`config.mk`:
```
export PLATFORM = sky130hd
export DESIGN_NAME = dsi_cfg_arbiter
export DESIGN_NICKNAME = d
export VERILOG_FILES = /design/src/rtl/dsi_cfg_pkg.sv /design/src/rtl/dsi_cfg_rr_arb.sv /design/src/rtl/dsi_cfg_arbiter.sv
export SDC_FILE = /design/constraint.sdc
export NUM_CORES = 1
export LEC_CHECK = 0
export ABC_AREA = 1
export BUFFER_PORTS_ARGS = -buffer_cell sky130_fd_sc_hd__buf_2
export CORE_ASPECT_RATIO = 1.2
export CORE_MARGIN = 1
export CORE_UTILIZATION = 47
export DETAILED_ROUTE_END_ITERATION = 7
export HOLD_SLACK_MARGIN = 0.03
export PLACE_DENSITY = 0.81
export SYNTH_ARGS = -nofsm -noshare
export SYNTH_HDL_FRONTEND = slang
export SYNTH_SLANG_ARGS = --single-unit
```
`constraint.sdc`:
```
create_clock -name i_axi_clk -period 3.3 [get_ports i_axi_clk]
set_input_delay 0.33 -clock i_axi_clk [delete_from_list [all_inputs] [get_ports i_axi_clk]]
set_output_delay 0.33 -clock i_axi_clk [all_outputs]
set_load 0.02 [all_outputs]
```
`src/rtl/dsi_cfg_pkg.sv`:
```
// rtl/dsi_cfg_pkg.sv - shared types and constants for the DSI configuration-port arbiter
package dsi_cfg_pkg;

   typedef enum logic [2:0] {
      S_IDLE,
      S_WADDR,
      S_WRESP,
      S_RADDR,
      S_RDATA,
      S_DONE
   } cfg_state_t;

   localparam logic [1:0] RESP_OKAY   = 2'b00;
   localparam logic [1:0] RESP_EXOKAY = 2'b01;
   localparam logic [1:0] RESP_SLVERR = 2'b10;
   localparam logic [1:0] RESP_DECERR = 2'b11;

   localparam int DEF_ADDR_W  = 7;
   localparam int DEF_DATA_W  = 32;
   localparam int DEF_TIMEOUT = 1023;

   // Only the two error codes flag a failed access; OKAY and EXOKAY both succeed.
   function automatic logic resp_is_err(input logic [1:0] resp);
      return (resp == RESP_SLVERR) || (resp == RESP_DECERR);
   endfunction

endpackage

```
`src/rtl/dsi_cfg_rr_arb.sv`:
```
// rtl/dsi_cfg_rr_arb.sv - two-way round-robin arbiter with registered last-grant pointer
module dsi_cfg_rr_arb (
   input  logic       clk,
   input  logic       rst,
   input  logic [1:0] req,
   input  logic       update,
   output logic [1:0] grant
);

   // last = 1 means requester 1 won most recently, so requester 0 is favoured after reset
   logic last;

   always_comb begin
      grant = req;
      if (req == 2'b11) begin
         grant = last ? 2'b01 : 2'b10;
      end
   end

   always_ff @(posedge clk or posedge rst) begin
      if (rst) begin
         last <= 1'b1;
      end else if (update) begin
         last <= grant[1];
      end
   end

endmodule

```
`src/rtl/dsi_cfg_arbiter.sv`:
```
// rtl/dsi_cfg_arbiter.sv - req/ack to AXI4-Lite bridge shared by init and runtime requesters; DSI_CFG_VBLANK_GATE_EN gates requester 1 to vblank
module dsi_cfg_arbiter
   import dsi_cfg_pkg::*;
#(
   parameter int ADDR_W  = DEF_ADDR_W,
   parameter int DATA_W  = DEF_DATA_W,
   parameter int TIMEOUT = DEF_TIMEOUT
) (
   input  logic                  i_axi_clk,
   input  logic                  i_arst,
   input  logic [1:0]            i_req,
   input  logic [1:0]            i_we,
   input  logic [2*ADDR_W-1:0]   i_addr,
   input  logic [2*DATA_W-1:0]   i_wdata,
   output logic [1:0]            o_ack,
   output logic [DATA_W-1:0]     o_rdata,
   output logic                  o_err,
   output logic                  o_timeout,
   input  logic                  i_vs,
   output logic [ADDR_W-1:0]     o_axi_awaddr,
   output logic                  o_axi_awvalid,
   input  logic                  i_axi_awready,
   output logic [DATA_W-1:0]     o_axi_wdata,
   output logic                  o_axi_wvalid,
   input  logic                  i_axi_wready,
   input  logic                  i_axi_bvalid,
   input  logic [1:0]            i_axi_bresp,
   output logic                  o_axi_bready,
   output logic [ADDR_W-1:0]     o_axi_araddr,
   output logic                  o_axi_arvalid,
   input  logic                  i_axi_arready,
   input  logic [DATA_W-1:0]     i_axi_rdata,
   input  logic [1:0]            i_axi_rresp,
   input  logic                  i_axi_rvalid,
   output logic                  o_axi_rready
);

   localparam int CNT_W = (TIMEOUT > 1) ? $clog2(TIMEOUT) : 1;
   localparam logic [CNT_W-1:0] CNT_LAST = CNT_W'((TIMEOUT > 0) ? TIMEOUT - 1 : 0);

   cfg_state_t        state;
   logic [1:0]        gnt;
   logic [CNT_W-1:0]  cnt;
   logic              vs_meta;
   logic              vs_sync;
   logic [1:0]        eligible;
   logic [1:0]        arb_grant;
   logic              busy;
   logic              timeout_hit;
   logic              sel;
   logic              sel_we;
   logic [ADDR_W-1:0] sel_addr;
   logic [DATA_W-1:0] sel_wdata;

   always_ff @(posedge i_axi_clk or posedge i_arst) begin
      if (i_arst) begin
         vs_meta <= 1'b0;
         vs_sync <= 1'b0;
      end else begin
         vs_meta <= i_vs;
         vs_sync <= vs_meta;
      end
   end

`ifdef DSI_CFG_VBLANK_GATE_EN
   assign eligible = {i_req[1] & vs_sync, i_req[0]};
`else
   logic unused_vs;
   assign unused_vs = vs_sync;
   assign eligible  = i_req;
`endif

   dsi_cfg_rr_arb u_rr_arb (
      .clk    (i_axi_clk),
      .rst    (i_arst),
      .req    (eligible),
      .update ((state == S_IDLE) && (|eligible)),
      .grant  (arb_grant)
   );

   assign sel       = arb_grant[1];
   assign sel_we    = i_we[sel];
   assign sel_addr  = sel ? i_addr[2*ADDR_W-1:ADDR_W] : i_addr[ADDR_W-1:0];
   assign sel_wdata = sel ? i_wdata[2*DATA_W-1:DATA_W] : i_wdata[DATA_W-1:0];

   assign busy        = (state == S_WADDR) || (state == S_WRESP) ||
                        (state == S_RADDR) || (state == S_RDATA);
   assign timeout_hit = (TIMEOUT != 0) && busy && (cnt == CNT_LAST);

   always_ff @(posedge i_axi_clk or posedge i_arst) begin
      if (i_arst) begin
         state         <= S_IDLE;
         gnt           <= '0;
         cnt           <= '0;
         o_ack         <= '0;
         o_rdata       <= '0;
         o_err         <= 1'b0;
         o_timeout     <= 1'b0;
         o_axi_awaddr  <= '0;
         o_axi_awvalid <= 1'b0;
         o_axi_wdata   <= '0;
         o_axi_wvalid  <= 1'b0;
         o_axi_bready  <= 1'b0;
         o_axi_araddr  <= '0;
         o_axi_arvalid <= 1'b0;
         o_axi_rready  <= 1'b0;
      end else begin
         o_ack <= '0;
         cnt   <= busy ? cnt + 1'b1 : '0;
         case (state)
            S_IDLE: begin
               if (|eligible) begin
                  gnt <= arb_grant;
                  if (sel_we) begin
                     o_axi_awaddr  <= sel_addr;
                     o_axi_wdata   <= sel_wdata;
                     o_axi_awvalid <= 1'b1;
                     o_axi_wvalid  <= 1'b1;
                     state         <= S_WADDR;
                  end else begin
                     o_axi_araddr  <= sel_addr;
                     o_axi_arvalid <= 1'b1;
                     state         <= S_RADDR;
                  end
               end
            end
            S_WADDR: begin
               // AW and W complete independently; leave only once both have handshaken
               if (i_axi_awready) o_axi_awvalid <= 1'b0;
               if (i_axi_wready)  o_axi_wvalid  <= 1'b0;
               if ((!o_axi_awvalid || i_axi_awready) && (!o_axi_wvalid || i_axi_wready)) begin
                  o_axi_bready <= 1'b1;
                  state        <= S_WRESP;
               end
            end
            S_WRESP: begin
               if (i_axi_bvalid) begin
                  o_axi_bready <= 1'b0;
                  o_err        <= resp_is_err(i_axi_bresp);
                  o_rdata      <= '0;
                  o_ack        <= gnt;
                  state        <= S_DONE;
               end
            end
            S_RADDR: begin
               if (i_axi_arready) begin
                  o_axi_arvalid <= 1'b0;
                  o_axi_rready  <= 1'b1;
                  state         <= S_RDATA;
               end
            end
            S_RDATA: begin
               if (i_axi_rvalid) begin
                  o_axi_rready <= 1'b0;
                  o_rdata      <= i_axi_rdata;
                  o_err        <= resp_is_err(i_axi_rresp);
                  o_ack        <= gnt;
                  state        <= S_DONE;
               end
            end
            S_DONE: begin
               state <= S_IDLE;
            end
            default: begin
               state <= S_IDLE;
            end
         endcase
         // An expired timeout overrides whatever the channel logic decided this cycle
         if (timeout_hit) begin
            o_axi_awvalid <= 1'b0;
            o_axi_wvalid  <= 1'b0;
            o_axi_bready  <= 1'b0;
            o_axi_arvalid <= 1'b0;
            o_axi_rready  <= 1'b0;
            o_timeout     <= 1'b1;
            o_err         <= 1'b1;
            o_rdata       <= '0;
            o_ack         <= gnt;
            state         <= S_DONE;
         end
      end
   end

endmodule

```
# ---- Word-level counts from Yosys, hierarchy flattened
# Cells that the tools add are included.
dict set report word_totals {
  ff_bits 103
  latchBits 0
  ram_bits 0
  romBits 0
  in_bits 126
  out_inout_bits 87
  elab_cells 115
  n_memories 0
}
dict set report classes {
  n_addsub 1
  n_mul 0
  div_mod_pow 0
  order_cmp 1
  eq_ne 19
  n_shift 0
  n_mux 48
  bitwise 1
  n_reduce_logical 29
}
# operator count
set ops {}
lappend ops {{32-bit 2-to-1 mux} 4}
lappend ops {{32-bit one-hot mux with 2 select lines} 1}
lappend ops {{1-bit 2-to-1 mux} 21}
lappend ops {{3-bit inequality test (second input constant)} 7}
lappend ops {{3-bit 2-to-1 mux} 6}
lappend ops {{3-bit one-hot mux with 5 select lines} 1}
lappend ops {{3-bit AND reduction} 5}
lappend ops {{3-bit nonzero test} 5}
lappend ops {{2-bit 2-to-1 mux} 6}
lappend ops {{1-bit one-hot mux with 2 select lines} 6}
lappend ops {{4-bit AND reduction} 3}
lappend ops {{10-bit by 1-bit adder with 10-bit output (second input constant)} 1}
lappend ops {{10-bit equality test (second input constant)} 1}
lappend ops {{2-bit equality test (second input constant)} 5}
lappend ops {{10-bit 2-to-1 mux} 1}
lappend ops {{1-bit logical OR} 7}
lappend ops {{7-bit 2-to-1 mux} 1}
lappend ops {{3-bit by 2-bit equality test with 1-bit output (second input constant)} 2}
lappend ops {{3-bit by 2-bit inequality test with 1-bit output (second input constant)} 2}
lappend ops {{5-bit AND reduction} 1}
lappend ops {{2-bit one-hot mux with 2 select lines} 1}
lappend ops {{3-bit by 1-bit equality test with 1-bit output (second input constant)} 1}
lappend ops {{3-bit equality test (second input constant)} 1}
lappend ops {{1-bit logical AND} 3}
lappend ops {{6 further kinds} 7}

# ---- Depth between registers and ports, before layout
dict set report depth {
  word_depth 8
  ltp_mapped 11
  mapped_depth_nobuf 9
}

# ---- Cells and area by module
# Synthesis repeated with hierarchy kept, for this count alone.
dict set report hier_totals {
  cells_unflattened 575
  area_unflattened_um2 4873.4
}
# mod n_inst cells_each area_per_inst_um2 seq_area_each_um2
set by_module_without_submodules {}
lappend by_module_without_submodules {dsi_cfg_arbiter 1 565 4805.9 2552.4}
lappend by_module_without_submodules {dsi_cfg_rr_arb 1 10 67.6 26.3}

# ---- Least setup slack after synthesis
# Ideal clock, no wire load.
dict set report synth_timing {
  path_type {reg-to-reg}
  start {register cnt[0]}
  end {register o_rdata[10]}
  setup_time_ns 0.133
  t_arrival_ns 1.515
  t_required_ns 3.167
  path_slack_ns 1.652
  stages_incl_launch_ff 12
  path_buffers 2
  period_less_slack_ns 1.648
  cell_sequence {dfrtp_1 inv_1 ha_1 nand3_1 nor2_1 nand3_2 o21ai_4 nand2_2 buf_6 buf_6 nand2_1 o21ai_0}
}
dict set report synth_between {
  elab_chain_cells 4
  word_cells_on_any_way 7
  classes_between {3 x eq/ne; 1 x mux; 3 x reduce/logical}
}
# element line
set synth_rtl {}
lappend synth_rtl {{start: declaration} dsi_cfg_arbiter.sv:43} ;# logic [CNT_W-1:0] cnt;
lappend synth_rtl {{start signal: assignment} dsi_cfg_arbiter.sv:109} ;# cnt <= busy ? cnt + 1'b1 : '0;
lappend synth_rtl {{10-bit equality test (*)} dsi_cfg_arbiter.sv:88} ;# assign timeout_hit = (TIMEOUT != 0) && busy && (cnt == CNT_LAST);
lappend synth_rtl {{1-bit logical AND (*)} dsi_cfg_arbiter.sv:88}
lappend synth_rtl {{3-bit inequality test (no source line) or 3-bit nonzero test (tied branches)} --}
lappend synth_rtl {{3-bit AND reduction (no source line)} --}
lappend synth_rtl {{end signal: assignment} dsi_cfg_arbiter.sv:155} ;# o_rdata <= i_axi_rdata;
lappend synth_rtl {{end: declaration} dsi_cfg_arbiter.sv:16} ;# output logic [DATA_W-1:0] o_rdata,
# Every way passes the cells marked *; elsewhere a longest branch is shown, timed or not.
# A chain may end at the register's enable or synchronous reset.

# ---- Worst setup path after layout
dict set report layout_timing {
  start {register state[1]}
  end {register o_rdata[23]}
}
dict set report layout_between {
  elab_chain_cells 7
  word_cells_on_any_way 14
  classes_between {6 x eq/ne; 2 x mux; 6 x reduce/logical}
}
# element line
set layout_rtl {}
lappend layout_rtl {{start: declaration} dsi_cfg_arbiter.sv:41} ;# cfg_state_t state;
lappend layout_rtl {{start signal: assignment} dsi_cfg_arbiter.sv:92} ;# state <= S_IDLE;
lappend layout_rtl {{start signal: assignment} dsi_cfg_arbiter.sv:119} ;# state <= S_WADDR;
lappend layout_rtl {{start signal: assignment} dsi_cfg_arbiter.sv:123} ;# state <= S_RADDR;
lappend layout_rtl {{3-bit by 1-bit equality test with 1-bit output or 3-bit by 2-bit equality test with 1-bit output (tied branches)} {dsi_cfg_arbiter.sv:86, dsi_cfg_arbiter.sv:110}}
lappend layout_rtl {{1-bit logical OR (2 in a row)} dsi_cfg_arbiter.sv:86} ;# assign busy = (state == S_WADDR) || (state == S_WRESP) ||
lappend layout_rtl {{1-bit logical OR} dsi_cfg_arbiter.sv:87} ;# (state == S_RADDR) || (state == S_RDATA);
lappend layout_rtl {{1-bit logical AND} dsi_cfg_arbiter.sv:88}
lappend layout_rtl {{3-bit inequality test (no source line) or 3-bit nonzero test (tied branches)} --}
lappend layout_rtl {{3-bit AND reduction (no source line)} --}
# Several ways; a longest one is shown, not always the timed one.

==> impl_metrics.toml <==
[worst_setup_path]
worstPathMaxFanout = 67
startpoint = "state[1]$_DFFE_PP0P_"
r2r_cells = 7
reg2reg_to = "o_rdata[23]$_DFFE_PP0P_"
crit_path_end_kind = "flop"
ff2ff_setup_slack_ns = 0.55
critPathKind = "reg2reg"
cp-start-kind = "flop"
critPathCapture = "o_rdata[23]$_DFFE_PP0P_"
worst_ep_arrival_time_ns = 2.98
cp.required_ns = 3.53
r2r-start = "state[1]$_DFFE_PP0P_"

[layout]
layout-drive-gt1-share_pct = 32.6
final-instance-count-excl-fill = 870
fin_nets = 869
areaGrowthSynthToFinish_pct = 28.9
final_core_util_pct = 63.1
final_cell_area_um2 = 6100

[pwr]
leakagePower_nw = 3.09
total_power_mw = 5.78
vdd_drop_max_uv = 432
cellPowerDensity_nw_per_um2 = 947

[global_route]
overflow = 0
grt_pass1_vias = 4419
grt_pass1_wl_um = 19700
grt_max_degree = 79
antenna_found_initial = 1
grt_util_all_layers_pct = 23.8

[detailed_routing]
routed_wirelength_um = 12200
post-route-drc-count = 0
avgViaCountPerCell = 5.30
first_pass_iters = 5
route.detailed.wl_per_inst_um = 14.0
drt_iter0_markers = 290
postRouteAntennaNets = 0
vias = 4611

[yosys]
netlist_top_cells_area = "dfrtp_1 54%, nand2_1 12%, a31oi_1 6.2%"
syn_area_um2 = 4730
synth_area_per_cell_um2 = 8.58
synth_cell_types = 31
synthesis.nets = 679
synthTopCellsByCount = "149 x nand2_1, 102 x dfrtp_1, 66 x nor2_1, 47 x a31oi_1, 37 x nand4_1"
synth_edf_count = 0
async_reset_ff_share_pct = 100
yosysWarnings = 0
synth_seq_cells = 103
synth_most_common_cell = "nand2_1"
ys.flop_type = "dfrtp_1"
yosys.area.top_type = "dfrtp_1"
yosys.area.top_type_share_pct = 54.0
syn_inst = 551
ys_seq_area_share_pct = 54.5

[die]
rows = 39
coreArea_um2 = 9660
die_x_um = 93.6
die_area_um2 = 10500
die_h_um = 112
ios = 213
initial_core_util_pct = 49.0

[sta]
maxSlewViolCount = 0
fmax_mhz = 364
setup_tns_ns = 0
finalCritPeriodShare_pct = 83.3
setup_viol = 0
final.min_clock_period_ns = 2.75
hold_viol = 0
relSlewSlack_pct = 22.3
fin_skew_ns = 0.0101
worstMarginPinSlew_ns = 1.16
grt_setup_unrepaired = "false"

[job]
max_cap_viol_count = 0

[outcome]
status = "finished clean"

[placed_design]
dp_hpwl_um = 8880
postPlaceCellArea_um2 = 5780
port_buffers = 209
gp_congestion = 0.818
dp.cells = 853

[clock_tree]
cts_resized = 0
clock-sinks = 103
cts.clk_slew.worst_paths_ns = 0.08
clockBufferDepth = 2
numCtsBuffers = 9
htreeDepth = 3
clk_latency_ns = 0.34
cts-root-buf = "clkbuf_16"
cts_tree = "done"
cts_hold_buf = 0
postCtsSetupBuffers = 0

[worst_hold_path]
hp-class = "in2async"
## registers in the layout, indices dropped and copies added, names as in the netlist
register	count
o_axi_arvalid	1
gnt	2
o_timeout	1
o_rdata	32
o_err	1
state	3
o_axi_wdata	32
o_ack	2
o_axi_araddr	7
u_rr_arb.last	1
o_axi_rready	1
o_axi_awaddr	7
cnt	10
o_axi_awvalid	1
o_axi_bready	1
o_axi_wvalid	1
## layer usage
metal	part of all wire, %	track usage (%)
met1	40	27.8
met2	49	41.4
met3	9.9	8.13
met4	1.4	6.56
met5	0	0
## cell usage in the layout, fill, tap and decap left out, drive strengths merged
cell,count
ha,2
buf,216
a21oi,11
nand3b,3
diode,1
a31oi,47
nand4,37
nand3,15
nor4b,1
dfstp,1
nor3,7
nand2,152
clkbuf,10
dfrtp,102
o22ai,1
nor3b,1
nor2,68
o21ai,42
bufinv,1
xor2,1
inv,24
clkinv,3
o21bai,1
## per-stage QoR
| stage | hold WS [ns] | worst slack [ns] |
|---|---|---|
| final | 0.120 | 0.552 |
| after floorplan | 0.443 | 0.268 |
| after detailed placement | 0.450 | 0.589 |
| after global routing | 0.190 | 0.239 |
| after CTS | 0.155 | 0.546 |
| after global placement | 0.447 | 0.703 |
## critical path: stages, from the launching register on
cell and delay (ns):
dfrtp_1 0.49, nor2_8 0.43, nand2_4 0.13, nand2_2 0.15
nand3_2 0.19, o21ai_4 0.16, nand2_2 0.62, o21ai_0 0.43
## layout make-up
type                       instances  area [um^2]
fill                             834         3560
antenna                            1         2.50
inverter                          22         85.1
clock inverter                     6         76.3
tap                              123          154
timing repair buffer             216         1100
clock buffer                      10          239
multi-input combinational        389         1860
sequential                       103         2580
## power by group
part / switching, mW / internal [mW] / total, mW
Sequential: 0.306 / 1.79 / 2.10
Clock: 0.491 / 0.621 / 1.11
Combinational: 1.74 / 0.829 / 2.57
## cells by family (layout without fill, tap and decap cells)
| family | after synthesis | in the layout | share of synthesized area [%] |
|---|---|---|---|
| xor+xnor | 1 | 1 | 0.185 |
| compound gates | 102 | 102 | 12.4 |
| other cells | 0 | 1 | 0 |
| flops | 103 | 103 | 54.5 |
| fa+ha+maj | 2 | 2 | 0.529 |
| simple gates | 284 | 284 | 26.3 |
| buf+inv | 59 | 254 | 6.06 |
## how the worst min path moves through the flow
stage / start / to / slack [ns] / cells after the start
final: i_arst / o_axi_wdata[21]$_DFFE_PP0P_ / 0.12 / 2
after global routing: i_arst / o_axi_araddr[5]$_DFFE_PP0P_ / 0.19 / 2
after CTS: i_arst / o_axi_araddr[5]$_DFFE_PP0P_ / 0.16 / 2
after detailed placement: o_timeout$_DFFE_PP0P_ / o_timeout$_DFFE_PP0P_ / 0.45 / 2
after global placement: o_timeout$_DFFE_PP0P_ / o_timeout$_DFFE_PP0P_ / 0.45 / 2
after floorplan: u_rr_arb.last$_DFFE_PP1P_ / u_rr_arb.last$_DFFE_PP1P_ / 0.44 / 2
Note: power is estimated with default switching activity, not from simulation.
